`src/rtl/keypad_pkg.sv`:
```
// keypad_pkg
//   Shared definitions for the 4x4 keypad encoder:
//   - state_t         : scan/debounce FSM states
//   - DEF_SCAN_DIV    : default clocks per column dwell
//   - DEF_DEBOUNCE_CNT: default stable-sample count for press/release
//   - KEY_MAP         : hex code table indexed KEY_MAP[row][col]
//   - first_low_row() : lowest-index low bit of an active-low row pattern
package keypad_pkg;

  typedef enum logic [1:0] {
    ST_SCAN     = 2'd0,
    ST_DEBOUNCE = 2'd1,
    ST_PRESSED  = 2'd2,
    ST_RELEASE  = 2'd3
  } state_t;

  localparam int DEF_SCAN_DIV     = 1000;
  localparam int DEF_DEBOUNCE_CNT = 50000;

  // Packed as {row3, row2, row1, row0}, each row as {c3, c2, c1, c0},
  // so KEY_MAP[r][c] is the code for row r / column c.
  //   r0 = 1 2 3 A
  //   r1 = 4 5 6 B
  //   r2 = 7 8 9 C
  //   r3 = E 0 F D
  localparam logic [3:0][3:0][3:0] KEY_MAP = {
    {4'hD, 4'hF, 4'h0, 4'hE},
    {4'hC, 4'h9, 4'h8, 4'h7},
    {4'hB, 4'h6, 4'h5, 4'h4},
    {4'hA, 4'h3, 4'h2, 4'h1}
  };

  // Rows are active-low; when several are low the lowest index wins.
  function automatic logic [1:0] first_low_row(input logic [3:0] pat);
    logic [1:0] sel;
    sel = 2'd0;
    for (int i = 3; i >= 0; i--) begin
      if (!pat[i]) sel = 2'(i);
    end
    return sel;
  endfunction

endpackage

```
`src/rtl/keypad_row_sync.sv`:
```
// keypad_row_sync
//   Two-flop synchronizer for the asynchronous keypad row lines.
//   Both stages reset to all ones (idle, no key pressed).
//   Ports:
//     clk  - clock
//     rst  - synchronous active-high reset
//     i_d  - asynchronous input bus
//     o_q  - synchronized output bus
module keypad_row_sync #(
  parameter int WIDTH = 4
) (
  input  logic             clk,
  input  logic             rst,
  input  logic [WIDTH-1:0] i_d,
  output logic [WIDTH-1:0] o_q
);

  logic [WIDTH-1:0] r_meta;
  logic [WIDTH-1:0] r_sync;

  always_ff @(posedge clk) begin
    if (rst) begin
      r_meta <= '1;
      r_sync <= '1;
    end else begin
      r_meta <= i_d;
      r_sync <= r_meta;
    end
  end

  assign o_q = r_sync;

endmodule

```
`src/rtl/keypad_encoder.sv`:
```
// keypad_encoder
//   Scans a 4x4 active-low matrix keypad one column at a time, debounces
//   press and release, and reports accepted keys as hex codes.
//   Ports:
//     clk       - clock
//     rst       - synchronous active-high reset
//     row       - keypad rows, active-low, asynchronous to clk
//     col       - column drive, active-low, exactly one bit low
//     key_code  - code of the last accepted key, held until the next one
//     key_valid - one-cycle pulse when a new key is accepted
//     key_held  - high while the accepted key remains pressed
//   Output protocol: key_valid is a single-cycle strobe with no back-pressure;
//   key_code is already updated in the cycle key_valid is high and stays
//   stable afterwards. key_held rises together with key_valid.
//   The FSM state is held in r_state (state_t) for observation by checkers.
module keypad_encoder
  import keypad_pkg::*;
#(
  parameter int SCAN_DIV     = DEF_SCAN_DIV,
  parameter int DEBOUNCE_CNT = DEF_DEBOUNCE_CNT
) (
  input  logic       clk,
  input  logic       rst,
  input  logic [3:0] row,
  output logic [3:0] col,
  output logic [3:0] key_code,
  output logic       key_valid,
  output logic       key_held
);

  // Dwell counts 0..SCAN_DIV-1; the stable counter must be able to hold
  // DEBOUNCE_CNT itself, hence the +1.
  localparam int DW = $clog2(SCAN_DIV);
  localparam int CW = $clog2(DEBOUNCE_CNT + 1);
  localparam logic [DW-1:0] DWELL_LAST = DW'(SCAN_DIV - 1);
  localparam logic [CW-1:0] CNT_DONE   = CW'(DEBOUNCE_CNT);

  logic [3:0]    w_srow;

  state_t        r_state,    w_state_nx;
  logic [DW-1:0] r_dwell,    w_dwell_nx;
  logic [CW-1:0] r_cnt,      w_cnt_nx;
  logic [1:0]    r_col_idx,  w_col_idx_nx;
  logic [3:0]    r_pattern,  w_pattern_nx;
  logic [3:0]    r_key_code, w_key_code_nx;
  logic          r_key_valid, w_key_valid_nx;
  logic          r_key_held,  w_key_held_nx;

  keypad_row_sync #(
    .WIDTH(4)
  ) u_row_sync (
    .clk(clk),
    .rst(rst),
    .i_d(row),
    .o_q(w_srow)
  );

  always_ff @(posedge clk) begin
    if (rst) begin
      r_state     <= ST_SCAN;
      r_dwell     <= '0;
      r_cnt       <= '0;
      r_col_idx   <= 2'd0;
      r_pattern   <= 4'hF;
      r_key_code  <= 4'h0;
      r_key_valid <= 1'b0;
      r_key_held  <= 1'b0;
    end else begin
      r_state     <= w_state_nx;
      r_dwell     <= w_dwell_nx;
      r_cnt       <= w_cnt_nx;
      r_col_idx   <= w_col_idx_nx;
      r_pattern   <= w_pattern_nx;
      r_key_code  <= w_key_code_nx;
      r_key_valid <= w_key_valid_nx;
      r_key_held  <= w_key_held_nx;
    end
  end

  always_comb begin
    w_state_nx     = r_state;
    w_dwell_nx     = r_dwell;
    w_cnt_nx       = r_cnt;
    w_col_idx_nx   = r_col_idx;
    w_pattern_nx   = r_pattern;
    w_key_code_nx  = r_key_code;
    w_key_valid_nx = 1'b0;
    w_key_held_nx  = r_key_held;

    case (r_state)
      ST_SCAN: begin
        if (r_dwell == DWELL_LAST) begin
          w_dwell_nx = '0;
          if (w_srow == 4'hF) begin
            w_col_idx_nx = r_col_idx + 2'd1;
          end else begin
            // Column stays frozen on the active one while debouncing.
            w_pattern_nx = w_srow;
            w_cnt_nx     = '0;
            w_state_nx   = ST_DEBOUNCE;
          end
        end else begin
          w_dwell_nx = r_dwell + DW'(1);
        end
      end

      ST_DEBOUNCE: begin
        if (r_cnt == CNT_DONE) begin
          w_key_valid_nx = 1'b1;
          w_key_code_nx  = KEY_MAP[first_low_row(r_pattern)][r_col_idx];
          w_key_held_nx  = 1'b1;
          w_cnt_nx       = '0;
          w_state_nx     = ST_PRESSED;
        end else if (w_srow == r_pattern) begin
          w_cnt_nx = r_cnt + CW'(1);
        end else begin
          // Bounce or release: rescan the same column from a fresh dwell.
          w_cnt_nx   = '0;
          w_dwell_nx = '0;
          w_state_nx = ST_SCAN;
        end
      end

      ST_PRESSED: begin
        if (w_srow == 4'hF) begin
          w_cnt_nx   = '0;
          w_state_nx = ST_RELEASE;
        end
      end

      ST_RELEASE: begin
        if (r_cnt == CNT_DONE) begin
          w_key_held_nx = 1'b0;
          w_col_idx_nx  = r_col_idx + 2'd1;
          w_dwell_nx    = '0;
          w_cnt_nx      = '0;
          w_state_nx    = ST_SCAN;
        end else if (w_srow == 4'hF) begin
          w_cnt_nx = r_cnt + CW'(1);
        end else begin
          // Release glitch: the same key is still down, no new strobe.
          w_cnt_nx   = '0;
          w_state_nx = ST_PRESSED;
        end
      end

      default: begin
        w_state_nx = ST_SCAN;
      end
    endcase
  end

  assign col       = ~(4'b0001 << r_col_idx);
  assign key_code  = r_key_code;
  assign key_valid = r_key_valid;
  assign key_held  = r_key_held;

endmodule

```
`config.mk`:
```
export PLATFORM = sky130hd
export DESIGN_NAME = keypad_encoder
export DESIGN_NICKNAME = d
export VERILOG_FILES = /design/src/rtl/keypad_pkg.sv /design/src/rtl/keypad_row_sync.sv /design/src/rtl/keypad_encoder.sv
export SDC_FILE = /design/constraint.sdc
export NUM_CORES = 1
export LEC_CHECK = 0
export BUFFER_PORTS_ARGS = -buffer_cell sky130_fd_sc_hd__buf_2
export CORE_ASPECT_RATIO = 1.75
export CORE_MARGIN = 4
export CORE_UTILIZATION = 50
export CTS_CLUSTER_SIZE = 28
export DETAILED_ROUTE_END_ITERATION = 7
export PLACE_DENSITY = 0.68
export SLEW_MARGIN = 20
export SYNTH_ARGS = -nofsm -noshare
export SYNTH_HDL_FRONTEND = slang
export SYNTH_SLANG_ARGS = --single-unit
```
`constraint.sdc`:
```
create_clock -name clk -period 6.2 [get_ports clk]
set_input_delay 0.93 -clock clk [delete_from_list [all_inputs] [get_ports clk]]
set_output_delay 0.93 -clock clk [all_outputs]
set_load 0.01 [all_outputs]
```
# Word level (Yosys, flattened, before mapping)
# Index checks and enable logic that the tools add are counted.
# Widths: inputs -> output; s select.
[op_classes] n_addsub=3 n_lt_le_gt_ge=2 eq_ne=17 n_shift=1 muxes=39 bitwise=3 n_reduce_logical=12
[ops] cell="$mux 16" count=8
[ops] cell="$pmux 16 s4" count=1
[ops] cell="$mux 10" count=4
[ops] cell="$bmux 16 s2" count=1
[ops] cell="$mux 2" count=16
[ops] cell="$pmux 10 s3" count=1
[ops] cell="$add 16x1->16 const B" count=1
[ops] cell="$eq 16x16->1 const B" count=1
[ops] cell="$ne 2x2->1 const B" count=8
[ops] cell="$add 10x1->10 const B" count=1
[ops] cell="$eq 10x10->1 const B" count=1
[ops] cell="$reduce_and 3->1" count=3
[ops] cell="$bmux 4 s2" count=1
[ops] cell="$pmux 2 s4" count=1
[ops] cell="$reduce_and 4->1" count=2
[ops] cell="$lt 2x3->1 const B" count=2
[ops] cell="$ne 3x3->1 const B" count=2
[ops] cell="$reduce_and 5->1" count=1
[ops] cell="$eq 2x2->1 const B" count=2
[ops] cell="$eq 4x4->1" count=1
[ops] cell="$eq 4x4->1 const B" count=1
[ops] cell="$mux 4" count=1
[ops] cell="$not 4->4" count=1
[ops] cell="$pmux 2 s2" count=1
[ops] cell="other kinds (11)" count=15
[totals] regBits=48 in_bits=6 out_inout_bits=10 elab_cells=87

# Longest topological paths before layout
[logic_depth] word_depth=10 ltp_mapped=10 mapped_depth_nobuf=8

# Modules after synthesis
# Synthesis repeated with hierarchy kept, for this count alone.
[unflattened] cells_unflattened=294 hier_area_um2=2498.6
[modules_own_cells] module="keypad_encoder" n_inst=1 cells_each=278 area_per_inst_um2=2288.4 seq_area_each_um2=800.8
[modules_own_cells] module="keypad_row_sync" n_inst=1 cells_each=16 area_per_inst_um2=210.2 seq_area_each_um2=160.2

# Worst setup path before layout
# OpenSTA, ideal clock, no wires.
[synth_timing] kind="reg2reg" start="register r_state[1]" end="register r_dwell[5]" setup_ns=0.071 arrival_time_ns=2.044 required_ns=6.129 setup_slack_ns=4.085 path_stages_with_launch=8 path_buffers=0 synth_period_minus_slack_ns=2.115 path_cell_list="dfxtp_1 -> inv_1 -> ha_1 -> or2_0 -> a31o_2 -> or2_2 -> or3b_2 -> a21oi_1"
[synth_via] elab_chain_cells=3 word_cells_on_any_way=9 cone_classes="eq/ne (5); mux (1); reduce/logical (3)"
[synth_rtl] element="start, declared" line_no="keypad_encoder.sv:40" text="state_t r_state, w_state_nx;"
[synth_rtl] element="start signal, assigned" line_no="keypad_encoder.sv:69" text="r_state <= w_state_nx;"
[synth_rtl] element="$eq 2x1->1 (tied with other cells)" line_no="keypad_encoder.sv:90" text="case (r_state)"
[synth_rtl] element="$ne 2x2->1 (no line) / $reduce_bool 3->1 (equally long branches)"
[synth_rtl] element="$reduce_and 4->1 (no line)"
[synth_rtl] element="end signal, assigned" line_no="keypad_encoder.sv:70" text="r_dwell <= w_dwell_nx;"
[synth_rtl] element="end, declared" line_no="keypad_encoder.sv:41" text="logic [DW-1:0] r_dwell, w_dwell_nx;"
# Parallel ways exist; a longest one is shown, timed or not.
# A chain may end at the register's enable or synchronous reset.

# Worst setup path in the final report
[layout_timing] start="register r_cnt[5]" end="register r_dwell[8]"
[layout_via] elab_chain_cells=3 word_cells_on_any_way=4 cone_classes="eq/ne (3); reduce/logical (1)"
[layout_rtl] element="start, declared" line_no="keypad_encoder.sv:42" text="logic [CW-1:0] r_cnt, w_cnt_nx;"
[layout_rtl] element="start signal, assigned" line_no="keypad_encoder.sv:71" text="r_cnt <= w_cnt_nx;"
[layout_rtl] element="$eq 16x16->1 (*)" line_no="keypad_encoder.sv:108, keypad_encoder.sv:132"
[layout_rtl] element="$ne 2x2->1 (no line)"
[layout_rtl] element="$reduce_and 4->1 (no line) (*)"
# Mark *: on every way between the ends. The rest lies on a longest branch, timed or not.

==> flow_metrics.env <==
export IMPL_hpwl_mm=4.05
export IMPL_rows=34
export IMPL_start_util_pct=51.3
export IMPL_antenna_cells=0
export IMPL_setup_tns_final_ns=0
export IMPL_first_pass_iters=4
export IMPL_wl_met2_mm=3.00
export IMPL_vias=2205
export IMPL_ys_seq_area_share_pct=37.9
export IMPL_hold_viol_final=0
export IMPL_die_h_microns=102
export IMPL_grt_use_total_pct=20.1
export IMPL_grt_pass1_wl_mm=9.85
export IMPL_outcome="completed"
export IMPL_vias_per_cell=5.99
export IMPL_drc=0
export IMPL_reg2reg_from="r_cnt[5]"
export IMPL_antenna_found_initial=0
export IMPL_routed_wl_mm=5.56
export IMPL_clock_sinks=48
export IMPL_layout_nets=330
export IMPL_dieArea_sq_um=6320
export IMPL_cts_buffers_inserted=5
export IMPL_path_class="reg2reg"
export IMPL_ctsResizeCount=0
export IMPL_cts_root_buf="clkbuf_8"
export IMPL_grt_setup_unrepaired="false"
export IMPL_io_buffers=15
export IMPL_crit_start="r_cnt[5]"
export IMPL_drt_initial_drc_count=121
export IMPL_synth_ff_type="dfxtp_1"
export IMPL_fin_skew_ns=0.00970
export IMPL_avgRoutedWirePerCell_microns=15.1
export IMPL_cellPowerDensity_nw_per_um2=262
export IMPL_ctsHoldBuffers=0
export IMPL_synth_edff_count=0
export IMPL_cap_violations=0
export IMPL_cts_tree="yes"
export IMPL_syn_to_final_growth_pct=9.53
export IMPL_grt_max_degree=37
export IMPL_syn_num_nets=321
export IMPL_place_ws_ns=3.41
export IMPL_ys_warn_count=0
export IMPL_final_cell_mix="dfxtp_1 (48), nor2_1 (32), nand2_1 (24)"
export IMPL_wirelength_met1_mm=2.22
export IMPL_layout_min_cycle_time_ns=2.82
export IMPL_wl_met3_microns=214
export IMPL_peakVddDrop_mv=0.212
export IMPL_post_cts_setup_buffer_count=0
export IMPL_synth_async_sr_flop_share_pct=0
export IMPL_drive_above_1_share_pct=14.3
export IMPL_mostFrequentLayoutCell="dfxtp_1"
export IMPL_fmax_mhz=354
export IMPL_syn_cell_area_sq_um=2530
export IMPL_grt_ovfl_total=0
export IMPL_clock_path_buffers=2
export IMPL_grt_pass1_vias=2190
export IMPL_antenna_left=0
export IMPL_timing_final_crit_share_pct=45.5
export IMPL_setup_viol=0
export IMPL_path_max_fanout=13
export IMPL_max_slew_margin_pct=41.6
export IMPL_worstPathArrival_ns=3.06
export IMPL_clock_latency_ns=0.30
export IMPL_fin_ws_ns=3.38
export IMPL_hp_start="u_row_sync.r_meta[3]"
export IMPL_design_core_area_sq_um=4930
export IMPL_cp_required_ns=6.43
export IMPL_postSynthRegisterBits=48
export IMPL_hp_class="reg2reg"
export IMPL_power_leakage_nw=1.05
export IMPL_syn_area_per_cell_sq_um=8.33
export IMPL_end_kind="register"
export IMPL_worst_pin_slew_ns=0.868
export IMPL_place_congestion=0.817
export IMPL_maxSlewViolCount=0
export IMPL_syn_inst=304
export IMPL_synth_cell_types=57
export IMPL_fp_dieW_microns=61.8
export IMPL_io_pins=16
export IMPL_highest_layer="met4"
export IMPL_setup_worst_path_start_class="register"
export IMPL_clkSlewWorstSetupHoldPaths_ns=0.09
export IMPL_h_tree_depth=2
export IMPL_fillers=472
## report_power, final
group / switching (mW) / internal, mW / total (mW) / leakage (nW)
registers: 0.0108 / 0.319 / 0.330 / 0.389
clock network: 0.105 / 0.202 / 0.307 / 0.0784
logic: 0.0570 / 0.0337 / 0.0908 / 0.584
total: 0.173 / 0.554 / 0.728 / 1.05
## synthesized netlist by cell type (3+ instances only)
cell	instances	share of area, %
o21ai_0	22	4.3
nor2_1	32	4.7
xnor2_1	3	1.0
or3b_2	3	1.0
buf_2	3	0.59
clkbuf_1	7	1.0
ha_1	11	5.4
and3_1	9	2.2
a22oi_1	3	0.89
nand4_1	8	2.0
xor2_1	11	3.8
nor4_1	3	0.74
nor4b_1	5	1.7
dfxtp_1	48	38
or2_2	9	2.2
nor3_1	6	1.2
a21oi_1	20	4.0
inv_1	15	2.2
nand3_1	11	2.2
nand2_1	24	3.6
## metrics by stage
step           cells  util, %  hold slack [ns]  cell area [sq um]  total power, mW
2_1_floorplan    304        -            0.389               2530            0.408
3_3_place_gp     360     53.0            0.392               2620            0.427
3_5_place_dp     360     53.0            0.393               2620            0.428
4_1_cts          368     56.2            0.411               2780            0.735
5_1_grt          368     56.2            0.433               2780            0.764
6_report         368     56.2            0.410               2780            0.728
## registers in the layout, indices dropped and copies added (netlist names)
| name | count |
|---|---|
| r_dwell | 10 |
| key_valid | 1 |
| u_row_sync.r_meta | 4 |
| r_pattern | 4 |
| r_cnt | 16 |
| key_held | 1 |
| r_state | 2 |
| r_col_idx | 2 |
| key_code | 4 |
| u_row_sync.o_q | 4 |
## cells by family after synthesis
logic type,Yosys count,share of synthesized area [%]
AO/OA/AOI/OAI,66,16.2
buffers and inverters,28,4.59
XOR/XNOR,14,4.84
flip-flops,48,37.9
multiplexers,1,0.395
AND/OR/NAND/NOR,136,30.6
adder cells (fa/ha/maj),11,5.43
## path summary, 6_finish.rpt
check                                          to  slack (ns)  cells past startpoint
worst max-delay path                   r_dwell[8]        3.38                      6
worst min-delay path            u_row_sync.o_q[3]        0.41                      1
worst max register to register         r_dwell[8]        3.38                      6
worst min register to register  u_row_sync.o_q[3]        0.41                      1
## layout make-up
class                           instances  area [sq um]  share of cell area, %
Multi-Input combinational cell        228          1460                   52.5
Sequential cell                        48           961                   34.6
Clock inverter                          3          90.1                   3.25
Timing Repair Buffer                   15          75.1                   2.71
Clock buffer                            5          68.8                   2.48
Tap cell                               54          67.6                   2.43
Inverter                               15          56.3                   2.03
## layer usage
| metal | up-vias | GRT usage [%] |
|---|---|---|
| li1 | 1102 | - |
| met1 | 1038 | 21.5 |
| met2 | 53 | 37.2 |
| met3 | 12 | 3.41 |
| met4 | 0 | 7.84 |
| met5 | - | 0 |
## critical path, stage by stage (launching register included)
cell     delay (ns)
dfxtp_1        0.36
or4_1          0.54
nor4_2         0.79
or2b_2         0.26
a21oi_2        0.14
or4_1          0.53
a21oi_1        0.13
Power figures use the tool's default switching activity.
